`config.mk`:
```
export PLATFORM = sky130hd
export DESIGN_NAME = pif_reg_decoder
export DESIGN_NICKNAME = d
export VERILOG_FILES = /design/src/rtl/pif_pkg.sv /design/src/rtl/pif_ptr_ctr.sv /design/src/rtl/pif_reg_decoder.sv
export SDC_FILE = /design/constraint.sdc
export NUM_CORES = 1
export LEC_CHECK = 0
export CORE_UTILIZATION = 45
export DETAILED_ROUTE_END_ITERATION = 6
export GPL_TIMING_DRIVEN = 0
export PLACE_DENSITY_LB_ADDON = 0.05
export SLEW_MARGIN = 20
export SYNTH_ARGS = -nofsm -noshare
export SYNTH_HDL_FRONTEND = slang
export SYNTH_SLANG_ARGS = --single-unit
export TNS_END_PERCENT = 100
```
`constraint.sdc`:
```
create_clock -name clk -period 1.9 [get_ports clk]
set_input_delay 0.38 -clock clk [delete_from_list [all_inputs] [get_ports clk]]
set_output_delay 0.38 -clock clk [all_outputs]
set_load 0.01 [all_outputs]
```
`src/rtl/pif_pkg.sv`:
```
`default_nettype none
// +----------------------------------------------------------------------+
// | Module      : pif_pkg                                                |
// | Description : Shared constants, FSM encoding and payload helpers for |
// |               the I2C register-interface decoder.                    |
// | Revision    : 1.0 - initial release                                  |
// +----------------------------------------------------------------------+
package pif_pkg;

  // Width of the value field carried in every payload byte
  localparam int I2C_DATA_BITS = 6;

  // Payload tags, carried in byte bits [7:6]
  localparam logic [1:0] A_ADDR    = 2'b00;  // value is a register address
  localparam logic [1:0] D_ADDR    = 2'b01;  // value is register data
  localparam logic [1:0] TAG_RSVD2 = 2'b10;
  localparam logic [1:0] TAG_RSVD3 = 2'b11;

  // Decoder state encoding
  typedef enum logic [2:0] {
    ST_IDLE    = 3'd0,
    ST_DEVADDR = 3'd1,
    ST_WRITE   = 3'd2,
    ST_READ    = 3'd3,
    ST_IGNORE  = 3'd4
  } pif_state_t;

  // A received payload byte, split into its two fields
  typedef struct packed {
    logic [1:0]               tag;
    logic [I2C_DATA_BITS-1:0] value;
  } pif_payload_t;

  // Split a raw byte into {tag, value}
  function automatic pif_payload_t pif_split(input logic [7:0] raw);
    pif_payload_t p;
    p.tag   = raw[7:6];
    p.value = raw[I2C_DATA_BITS-1:0];
    return p;
  endfunction

  // True for the two tags that carry no defined meaning
  function automatic logic pif_tag_reserved(input logic [1:0] tag);
    return (tag == TAG_RSVD2) || (tag == TAG_RSVD3);
  endfunction

endpackage : pif_pkg
`default_nettype wire

```
`src/rtl/pif_ptr_ctr.sv`:
```
`default_nettype none
// +----------------------------------------------------------------------+
// | Module      : pif_ptr_ctr                                            |
// | Description : Register pointer with load, increment and wrap at      |
// |               NUM_REGS-1 back to zero.                               |
// | Revision    : 1.0 - initial release                                  |
// +----------------------------------------------------------------------+
module pif_ptr_ctr #(
  parameter int PTR_BITS = 6,
  parameter int NUM_REGS = 64
) (
  input  logic                clk,
  input  logic                sys_rst,
  input  logic                load,
  input  logic [PTR_BITS-1:0] load_val,
  input  logic                inc,
  output logic [PTR_BITS-1:0] ptr
);

  localparam logic [PTR_BITS-1:0] c_last = PTR_BITS'(NUM_REGS - 1);

  logic [PTR_BITS-1:0] r_ptr;
  logic [PTR_BITS-1:0] w_load_mod;

  // A loaded address is reduced into the implemented register range
  generate
    if (NUM_REGS == (1 << PTR_BITS)) begin : g_pow2
      assign w_load_mod = load_val;
    end else begin : g_mod
      assign w_load_mod = PTR_BITS'(32'(load_val) % 32'(NUM_REGS));
    end
  endgenerate

  // Pointer register: load has priority over increment
  always_ff @(posedge clk) begin
    if (sys_rst) begin
      r_ptr <= '0;
    end else if (load) begin
      r_ptr <= w_load_mod;
    end else if (inc) begin
      r_ptr <= (r_ptr == c_last) ? '0 : r_ptr + 1'b1;
    end
  end

  assign ptr = r_ptr;

endmodule : pif_ptr_ctr
`default_nettype wire

```
`src/rtl/pif_reg_decoder.sv`:
```
`default_nettype none
// +----------------------------------------------------------------------+
// | Module      : pif_reg_decoder                                        |
// | Description : Parses the I2C slave byte stream (device address then  |
// |               tagged payload bytes) into register-file strobes and   |
// |               supplies read-back bytes to the slave.                 |
// | Revision    : 1.0 - initial release                                  |
// +----------------------------------------------------------------------+
module pif_reg_decoder
  import pif_pkg::*;
#(
  parameter logic [7:0] I2C_ADDR  = 8'h82,
  parameter int         DATA_BITS = 6,
  parameter int         AUTO_INC  = 1,
  parameter int         NUM_REGS  = 64
) (
  input  logic                 clk,
  input  logic                 sys_rst,
  input  logic                 bus_start,
  input  logic                 bus_stop,
  input  logic                 rx_valid,
  input  logic [7:0]           rx_byte,
  input  logic                 tx_take,
  output logic [7:0]           tx_byte,
  output logic                 addr_match,
  output logic [DATA_BITS-1:0] reg_addr,
  output logic [DATA_BITS-1:0] reg_wdata,
  output logic                 reg_we,
  output logic                 reg_re,
  input  logic [DATA_BITS-1:0] reg_rdata,
  output logic [7:0]           tag_err_cnt
);

  pif_state_t          r_state;
  logic [7:0]          r_tx_byte;
  logic                r_addr_match;
  logic [DATA_BITS-1:0] r_wdata;
  logic                r_we;
  logic                r_re;
  logic                r_reload;
  logic [7:0]          r_tag_err;

  pif_payload_t        w_payload;
  logic                w_bus_quiet;
  logic                w_dev_hit;
  logic                w_ptr_load;
  logic                w_ptr_inc;
  logic [DATA_BITS-1:0] w_value;
  logic [7:0]          w_tx_next;
  logic [DATA_BITS-1:0] w_ptr;

  assign w_payload   = pif_split(rx_byte);
  assign w_value     = DATA_BITS'(w_payload.value);
  // Only bits [7:1] identify the device; bit 0 is the R/W flag
  assign w_dev_hit   = (rx_byte[7:1] == I2C_ADDR[7:1]);
  // START/STOP pre-empt any byte that arrives in the same cycle
  assign w_bus_quiet = !bus_start && !bus_stop;
  assign w_tx_next   = {D_ADDR, I2C_DATA_BITS'(reg_rdata)};

  // Strobes are masked while reset is asserted so a write or read queued
  // just before reset is never presented to the register file.
  assign reg_we = r_we && !sys_rst;
  assign reg_re = r_re && !sys_rst && !r_we;

  // Pointer load from an address byte; advance once after each strobe
  always_comb begin
    w_ptr_load = 1'b0;
    w_ptr_inc  = 1'b0;
    if (!sys_rst && w_bus_quiet && rx_valid && (r_state == ST_WRITE) &&
        (w_payload.tag == A_ADDR)) begin
      w_ptr_load = 1'b1;
    end
    if ((AUTO_INC != 0) && (reg_we || reg_re)) begin
      w_ptr_inc = 1'b1;
    end
  end

  pif_ptr_ctr #(
    .PTR_BITS (DATA_BITS),
    .NUM_REGS (NUM_REGS)
  ) u_ptr (
    .clk      (clk),
    .sys_rst  (sys_rst),
    .load     (w_ptr_load),
    .load_val (w_value),
    .inc      (w_ptr_inc),
    .ptr      (w_ptr)
  );

  // Transaction FSM with registered strobes, read-back byte and error count
  always_ff @(posedge clk) begin
    if (sys_rst) begin
      r_state      <= ST_IDLE;
      r_tx_byte    <= 8'h00;
      r_addr_match <= 1'b0;
      r_wdata      <= '0;
      r_we         <= 1'b0;
      r_re         <= 1'b0;
      r_reload     <= 1'b0;
      r_tag_err    <= 8'h00;
    end else begin
      r_we     <= 1'b0;
      r_re     <= 1'b0;
      // Refresh the read-back byte one cycle after the pointer has advanced
      r_reload <= reg_re;
      if (r_reload) begin
        r_tx_byte <= w_tx_next;
      end

      if (bus_stop) begin
        r_state      <= ST_IDLE;
        r_addr_match <= 1'b0;
      end else if (bus_start) begin
        r_state      <= ST_DEVADDR;
        r_addr_match <= 1'b0;
      end else begin
        case (r_state)
          ST_DEVADDR: begin
            if (rx_valid) begin
              if (w_dev_hit && !rx_byte[0]) begin
                r_state      <= ST_WRITE;
                r_addr_match <= 1'b1;
              end else if (w_dev_hit && rx_byte[0]) begin
                r_state      <= ST_READ;
                r_addr_match <= 1'b1;
                r_tx_byte    <= w_tx_next;
              end else begin
                r_state <= ST_IGNORE;
              end
            end
          end
          ST_WRITE: begin
            if (rx_valid) begin
              if (w_payload.tag == D_ADDR) begin
                r_wdata <= w_value;
                r_we    <= 1'b1;
              end else if (pif_tag_reserved(w_payload.tag)) begin
                if (r_tag_err != 8'hFF) begin
                  r_tag_err <= r_tag_err + 8'h01;
                end
              end
            end
          end
          ST_READ: begin
            if (tx_take) begin
              r_re <= 1'b1;
            end
          end
          default: begin
            // IDLE and IGNORE wait for the next START
          end
        endcase
      end
    end
  end

  assign tx_byte     = r_tx_byte;
  assign addr_match  = r_addr_match;
  assign reg_addr    = w_ptr;
  assign reg_wdata   = r_wdata;
  assign tag_err_cnt = r_tag_err;

endmodule : pif_reg_decoder
`default_nettype wire

```
==> results of run 1 <==
## area by class of cell
type,instances,area (µm²)
flip-flops and latches,35,703
fillers,319,1130
plain buffers,6,38.8
clock buffers,7,45.0
multi-input cells,123,865
well taps,46,57.6
inverters,4,15.0
repair buffers,52,502
clock inverters,1,5.00
## per-layer routing
| metal | share of wire [%] | track usage (%) |
|---|---|---|
| met5 | 0 | 0 |
| met4 | 1.9 | 7.62 |
| met1 | 42 | 27.8 |
| met2 | 50 | 40.1 |
| met3 | 6.3 | 6.93 |
## synth_stat cells, drive strengths merged (2+ instances only)
cell    instances  area share, %
or3             2           0.79
a21o            2           0.95
o31ai           2           0.95
and3            4            1.6
or3b            3            1.7
mux2i          14            8.8
nand2           4           0.95
a21oi           5            1.6
and4            2            1.1
or2             2           0.79
a211oi          2           0.95
a32oi           2            1.1
nor2b           4            1.6
a31oi           2           0.79
o21ai           5            1.6
o311ai          3            1.7
o41ai           3            1.7
nand4           3            1.2
inv             4           0.95
nor3            6            1.9
clkbuf          4           0.95
nand3           8            2.5
ha              2            1.6
o21a            2           0.95
dfxtp          35             44
nor3b           2           0.95
nor2           22            5.2
buf             3            1.3
## flip-flops by register name (all words and copies together) (netlist names)
signal / count
tag_err_cnt: 8
r_re: 1
u_ptr.ptr: 6
reg_wdata: 6
r_state: 3
r_we: 1
tx_byte: 8
addr_match: 1
r_reload: 1
## kinds of logic after synthesis
| family | synth area share [%] |
|---|---|
| XOR/XNOR | 1.11 |
| multiplexers | 9.55 |
| AO/OA/AOI/OAI | 16.2 |
| flip-flops | 44.2 |
| buffers and inverters | 3.16 |
| AND/OR/NAND/NOR | 24.2 |
| adder cells (fa/ha/maj) | 1.58 |
## what timing repair did
item                       CTS  global route
pin swaps                    1             1
resized for setup           17             3
setup endpoints to repair   14            10
setup buffers                1             2
## where the power goes
group	switching [mW]	leakage, nW	internal, mW
clock	0.235	0.0293	0.144
combinational	0.0408	0.578	0.0391
sequential	0.00114	0.283	0.734
## worst max-delay path: stages
cell	delay, ns
clkdlybuf4s50_1	0.48
nor4bb_1	0.29
buf_4	0.20
buf_4	0.12
a32oi_1	0.15
a311o_1	0.32
o31ai_1	0.19
## how the worst min path moves through the flow
stage | start | to | depth (start not counted)
after global routing | rx_byte[4] | u_ptr.ptr[4]$_SDFFE_PP0P_ | 2
after global placement | tx_byte[6]$_SDFF_PP0_ | tx_byte[6]$_SDFF_PP0_ | 2
after CTS | rx_byte[4] | u_ptr.ptr[4]$_SDFFE_PP0P_ | 2
after floorplan | bus_stop | r_state[0]$_SDFFE_PP0P_ | 1
after detailed placement | tx_byte[6]$_SDFF_PP0_ | tx_byte[6]$_SDFF_PP0_ | 2
final | rx_byte[6] | r_we$_SDFF_PP0_ | 3
## layout by cell type, fill, tap and decap left out, types with 6 or more instances in the layout
cell type | netlist | final
clkdlybuf4s50_1 | 0 | 40
dlygate4sd2_1 | 0 | 9
nand3_1 | 8 | 7
mux2i_1 | 14 | 14
dfxtp_1 | 35 | 33
nor2_1 | 22 | 22
nor3_1 | 6 | 6
## per-stage QoR
stage	hold slack, ns	cells
4_1_cts	0.445	273
3_5_place_dp	0.445	264
6_report	0.451	274
3_3_place_gp	0.437	264
2_1_floorplan	0.459	169
5_1_grt	0.450	274
==> metrics.cfg, run 1 <==
[run_status]
run_status=complete, no violations

[global_route]
grt_max_degree=11
first_global_vias=1401
globalRouteTotalUtil_pct=23.2
grt_pass1_wl_um=6320
antenna_violations_before_repair=0
gr-total-overflow=0

[timing]
setup_viol_count_final=0
final.setup.worst_slack_ns=0.0130
slew_viol_final=0
timing.final.crit_period_ns=1.89
timing.setup.tns_ns=0
tightest_slew_ns=0.559
achievable-frequency_mhz=530
timing.final.crit_share_pct=99.3
finalClockSkew_ns=0.00899
grt_setup_unrepaired=true
hold_viol_final=0
relSlewSlack_pct=62.8

[detailed_routing]
antenna_left=0
routed_wl_um=4040
via_per_instance_ratio=5.68
drt_drc_violations_left=0
initialDrtViolationCount=67
dr_total_vias=1557
post_drt_wl_per_cell_um=14.7
drt-pass1-iter-count=4

[worst_setup_path]
crit_fanout=5
reg2reg_slack_ns=0.18
r2r-start=r_state[2]$_SDFFE_PP0P_
worst-r2r-cell-count=6
timing.critical_path.to_type=flip-flop
worst_r2r_endpoint=u_ptr.ptr[5]$_SDFFE_PP0P_
cp_data_arrival_time_ns=2.13
critPathLaunchType=input pin
capture_point_of_the_critical_path=u_ptr.ptr[5]$_SDFFE_PP0P_
startpoint=rx_valid
timing_worst_setup_path_type=input pin to flip-flop
required_ns=2.15

[yosys]
ys_async_sr_fraction_pct=0
synth.yosys.seq_area_share_pct=44.2
synth_fp_nets=191
synth_flop_cell=dfxtp_1
yosysWarningCount=0
synth_seq_cells=35
netlist_area_mm2=0.00159
postSynthAreaPerCell_um2=9.38
synth_cell_types=47
synthCells=169
synth-edff-count=0

[layout]
drive_above_1_share_pct=10.5
n_antenna_cell=0
utilization_pct=66.3
area.growth.synth_to_final_pct=40.7
design_area_mm2=0.00223
layout.nets=249

[cts]
clk_transition_reported_paths_ns=0.11
cts_max_path_buffers=2
postCtsHoldBufs=0
cts_made_buffers=5
htree_num_levels=2
numClockSinks=35
cts_tree=yes
cts_root_buffer=clkbuf_4
worstSkewPairLatency_ns=0.33

[placed_design]
placement.cell_area_mm2=0.00213
dp_hpwl_um=2900
placement.io_buffers=49
finalWeightedCongestion=0.795
place_ws_ns=-0.515

[power_and_ir_drop]
ir_drop_v=0.000344
p_leak_nw=0.891
power_density_of_the_placed_cells_mw_per_mm2=535
total_power_mw=1.19

[floorplan]
dieArea_mm2=0.00376
die_height_um=61.4
core_area_mm2=0.00336
floorplan.initialDensity_pct=47.1
io_pins=51
dieWidth_um=61.4
core.rowCount=21

[hold_path]
timing.hold.worst.class=input pin to flip-flop

[run]
max_cap_violations=0

Note: power is estimated with default switching activity, not from simulation.
==> run 2: changes to the inputs <==
--- a/config.mk
+++ b/config.mk
@@ -9,7 +9,7 @@
 export DETAILED_ROUTE_END_ITERATION = 6
 export GPL_TIMING_DRIVEN = 0
 export PLACE_DENSITY_LB_ADDON = 0.05
-export SLEW_MARGIN = 20
+export RECOVER_POWER = 50
 export SYNTH_ARGS = -nofsm -noshare
 export SYNTH_HDL_FRONTEND = slang
 export SYNTH_SLANG_ARGS = --single-unit
==> run 2 against run 1 <==
Combinational power about the same. Sequential share of layout area increased by 0.11 points. Non-clock buffer count unchanged. Largest cell class unchanged. Critical path type unchanged.
==> metrics.cfg, run 2 (same netlist as run 1, synthesis figures left out) <==
[run_status]
run_status=complete, no violations

[cts]
clk_transition_reported_paths_ns=0.11
cts_made_buffers=5
postCtsHoldBufs=0
cts_root_buffer=clkbuf_4
worstSkewPairLatency_ns=0.34
numClockSinks=35
cts_tree=yes
htree_num_levels=2
cts_max_path_buffers=2

[detailed_routing]
routed_wl_um=4070
antenna_left=0
dr_total_vias=1582
via_per_instance_ratio=5.77
initialDrtViolationCount=62
drt_drc_violations_left=0
drt-pass1-iter-count=5
post_drt_wl_per_cell_um=14.9

[worst_setup_path]
critPathLaunchType=input pin
worst-r2r-cell-count=6
reg2reg_slack_ns=0.18
required_ns=2.14
timing_worst_setup_path_type=input pin to flip-flop
timing.critical_path.to_type=flip-flop
crit_fanout=5
cp_data_arrival_time_ns=2.13
r2r-start=r_state[2]$_SDFFE_PP0P_
worst_r2r_endpoint=u_ptr.ptr[5]$_SDFFE_PP0P_

[timing]
tightest_slew_ns=0.562
timing.final.crit_period_ns=1.89
achievable-frequency_mhz=530
timing.setup.tns_ns=0
slew_viol_final=0
hold_viol_final=0
finalClockSkew_ns=0.0140
relSlewSlack_pct=62.5
setup_viol_count_final=0
timing.final.crit_share_pct=99.2
grt_setup_unrepaired=true
hold_slack_ns=0.451

[layout]
n_antenna_cell=0
design_area_mm2=0.00222
drive_above_1_share_pct=9.65
layout.nets=249
commonest_cells_after_routing_fill_and_taps_aside=dfxtp_1, clkdlybuf4s50_1, nor2_1
final_common_cell=dfxtp_1
area.growth.synth_to_final_pct=40.3
layout.cells.non_filler=274

[floorplan]
core.rowCount=21
die_height_um=61.4
dieWidth_um=61.4
core_area_mm2=0.00336
io_pins=51
floorplan.initialDensity_pct=47.1
dieArea_mm2=0.00376

[global_route]
first_global_vias=1401
antenna_violations_before_repair=0
gr-total-overflow=0
grt_max_degree=11
globalRouteTotalUtil_pct=23.2
grt_pass1_wl_um=6320

[hold_path]
timing.hold.worst_path_depth=2
timing.hold.worst.class=input pin to flip-flop
min_to=r_state[0]$_SDFFE_PP0P_
hold_path.startpoint=bus_stop

[power_and_ir_drop]
total_power_mw=1.20
ir_drop_v=0.000344
p_leak_nw=0.947
power_density_of_the_placed_cells_mw_per_mm2=540

[placed_design]
dp_hpwl_um=2900
placement.io_buffers=49
finalWeightedCongestion=0.795
placement.cell_area_mm2=0.00213
placed_cells=264

[run]
max_cap_violations=0

run 2: cell count changes in the layout (fill, tap and decap cells not counted), sizes merged:
| cell | delta |
|---|---|
| clkdlybuf4s50 | -17 |
| dlygate4sd3 | +17 |
| buf | -1 |
| clkbuf | +1 |
run 2: area by class of cell:
class	instances	area (µm²)
repair buffers	52	498
clock inverters	1	5.00
plain buffers	6	38.8
multi-input cells	123	861
inverters	4	15.0
clock buffers	7	45.0
flip-flops and latches	35	703
fillers	321	1140
well taps	46	57.6
run 2: power by group:
part	total, mW	switching, mW	internal (mW)
clock	0.385	0.241	0.144
combinational	0.0797	0.0412	0.0385
sequential	0.735	0.00115	0.734
total	1.20	0.284	0.917
run 2: repair_timing:
action,4_1_cts,5_1_grt
endpoints found under the setup margin,14,10
resized for setup,17,3
pin swaps,1,1
setup buffers,1,2
run 2: stage by stage:
step                      util, %  setup slack, ns
final                        66.1           0.0143
after floorplan                 -            0.129
after CTS                    65.6          0.00639
after detailed placement     63.4           -0.515
after global routing         66.1          -0.0338
after global placement       63.4           -0.565
run 2: routing by layer:
metal,track usage (%),share of wire (%)
met5,0,0
met4,7.62,2.3
met3,6.93,5.5
met2,40.1,49
met1,27.8,43
run 2: worst max-delay path by stage:
stage / cells past startpoint / from / slack, ns / to
5_1_grt: 7 / rx_valid / -0.03 / u_ptr.ptr[5]$_SDFFE_PP0P_
3_3_place_gp: 6 / rx_valid / -0.57 / tag_err_cnt[5]$_SDFFE_PP0P_
2_1_floorplan: 5 / rx_byte[3] / 0.13 / tx_byte[0]$_SDFF_PP0_
6_report: 7 / rx_valid / 0.01 / u_ptr.ptr[5]$_SDFFE_PP0P_
4_1_cts: 6 / rx_byte[5] / 0.006 / tx_byte[2]$_SDFF_PP0_
3_5_place_dp: 6 / rx_byte[3] / -0.52 / tx_byte[2]$_SDFF_PP0_
run 2: critical path, stage by stage:
cell and delay (ns):
clkdlybuf4s50_1 0.48, nor4bb_1 0.29, buf_4 0.20, buf_4 0.12
a32oi_1 0.15, a311o_1 0.32, o31ai_1 0.19
==> run 3: changes to the inputs <==
==> constraint.sdc (replaced) <==
create_clock -name clk -period 1.8 [get_ports clk]
set_input_delay 0.36 -clock clk [delete_from_list [all_inputs] [get_ports clk]]
set_output_delay 0.36 -clock clk [all_outputs]
set_load 0.01 [all_outputs]
==> run 3 against run 2 <==
Wire length up 1.5%. Clock skew down 0.010 ns. Die area unchanged. Via count down 2.6%. Non-clock buffer count up 1. Sequential power up 5.4%. Combinational power up 5.6%. First-iteration DRC count up 37%. Clock-buffer cell count unchanged. Cell area up 1.2%. Largest power group unchanged.
==> metrics.cfg, run 3 (same netlist as run 1, synthesis figures left out) <==
[layout]
fillCellCount=323
design_area_mm2=0.00225
layout.nets=250
ff_latch_area_um2=708
utilization_pct=66.9
final_common_cell=clkdlybuf4s50_1
n_antenna_cell=0
drive_above_1_share_pct=13.5
area.growth.synth_to_final_pct=41.9
commonest_cells_after_routing_fill_and_taps_aside=clkdlybuf4s50_1, dfxtp_1, nor2_1
layout.cells.non_filler=275
multi_input_comb_area_um2=878

[cts]
postCtsHoldBufs=0
clk_transition_reported_paths_ns=0.10
numClockSinks=35
cts_made_buffers=5
cts_tree=yes
worstSkewPairLatency_ns=0.33
cts_max_path_buffers=2
cts_root_buffer=clkbuf_4
htree_num_levels=2

[global_route]
antenna_violations_before_repair=0
grt_max_degree=11
grt_pass1_wl_um=6310
first_global_vias=1393
gr-total-overflow=0
globalRouteTotalUtil_pct=23.2

[worst_setup_path]
crit_fanout=8
timing.critical_path.to_type=flip-flop
required_ns=2.00
cp_data_arrival_time_ns=1.97
timing_worst_setup_path_type=input pin to flip-flop
critPathLaunchType=input pin

[placed_design]
finalWeightedCongestion=0.795
placement.cell_area_mm2=0.00213
placed_cells=264
placement.io_buffers=49
dp_hpwl_um=2900

[detailed_routing]
dr_total_vias=1541
post_drt_wl_per_cell_um=15.0
via_per_instance_ratio=5.60
antenna_left=0
drt_drc_violations_left=0
initialDrtViolationCount=85
routed_wl_um=4140
drt-pass1-iter-count=4

[timing]
timing.setup.tns_ns=0
timing.final.crit_period_ns=1.77
relSlewSlack_pct=63.0
slew_viol_final=0
achievable-frequency_mhz=566
finalClockSkew_ns=0.00362
setup_viol_count_final=0
hold_viol_final=0
tightest_slew_ns=0.556
timing.final.crit_share_pct=98.2
grt_setup_unrepaired=true

[floorplan]
dieArea_mm2=0.00376
core_area_mm2=0.00336
dieWidth_um=61.4
io_pins=51
die_height_um=61.4
floorplan.initialDensity_pct=47.1
core.rowCount=21

[run_status]
run_status=complete, no violations

[power_and_ir_drop]
total_power_mw=1.26
p_leak_nw=0.901
power_density_of_the_placed_cells_mw_per_mm2=561
ir_drop_v=0.000365

[hold_path]
timing.hold.worst.class=input pin to flip-flop

[run]
max_cap_violations=0

[run 3: cell types whose count changed in the layout (fill, tap and decap cells not counted), moves of 2 or more]
cell / before / now
dlygate4sd3_1: 17 / 0
clkdlybuf4s50_1: 23 / 38
buf_4: 4 / 6
clkbuf_2: 1 / 3
clkdlybuf4s15_1: 0 / 2
dfxtp_1: 33 / 31
dlygate4sd2_1: 9 / 7
[run 3: worst max-delay path, cell delays in order]
cell and delay (ns):
clkdlybuf4s15_1 0.23, or4b_4 0.54, o41a_1 0.45, buf_6 0.16, mux2i_1 0.16, nor2_1 0.06
[run 3: where the power goes]
group | switching, mW | leakage [nW] | internal, mW
Combinational | 0.0439 | 0.588 | 0.0403
Clock | 0.250 | 0.0293 | 0.152
Sequential | 0.00141 | 0.284 | 0.773
[run 3: repair_timing]
action                     in CTS  in global routing
setup endpoints to repair      16                 13
buffers inserted                1                  3
pin swaps                       2                  3
gates resized for setup        21                 12
[run 3: metrics by stage]
step                      worst slack [ns]  hold slack (ns)
after floorplan                     0.0492            0.439
after global placement              -0.645            0.437
after detailed placement            -0.595            0.445
after CTS                          0.00225            0.421
after global routing               -0.0712            0.266
final                               0.0326            0.269
[run 3: final cells by class]
class | count | share of cell area (%)
Tap cell | 46 | 2.56
Clock inverter | 1 | 0.222
Clock buffer | 7 | 2.00
Sequential cell | 35 | 31.5
Multi-Input combinational cell | 123 | 39.0
Timing Repair Buffer | 53 | 22.3
Buffer | 6 | 1.72
Inverter | 4 | 0.667
[run 3: layer usage]
metal / part of all wire, % / track usage (%) / wire length, µm
met5: 0 / 0 / 0
met4: 1.6 / 6.98 / 68
met3: 5.0 / 6.93 / 208
met2: 50 / 40.2 / 2080
met1: 43 / 27.8 / 1780
[run 3: worst paths after layout]
path,endpoint,slack (ns),start,depth (start not counted)
worst min register to register,tx_byte[6]$_SDFF_PP0_,0.46,tx_byte[6]$_SDFF_PP0_,2
worst max register to register,u_ptr.ptr[5]$_SDFFE_PP0P_,0.09,r_state[1]$_SDFFE_PP0P_,6
worst min-delay path,r_we$_SDFF_PP0_,0.27,rx_byte[6],3
worst max-delay path,tx_byte[2]$_SDFF_PP0_,0.03,rx_byte[4],6
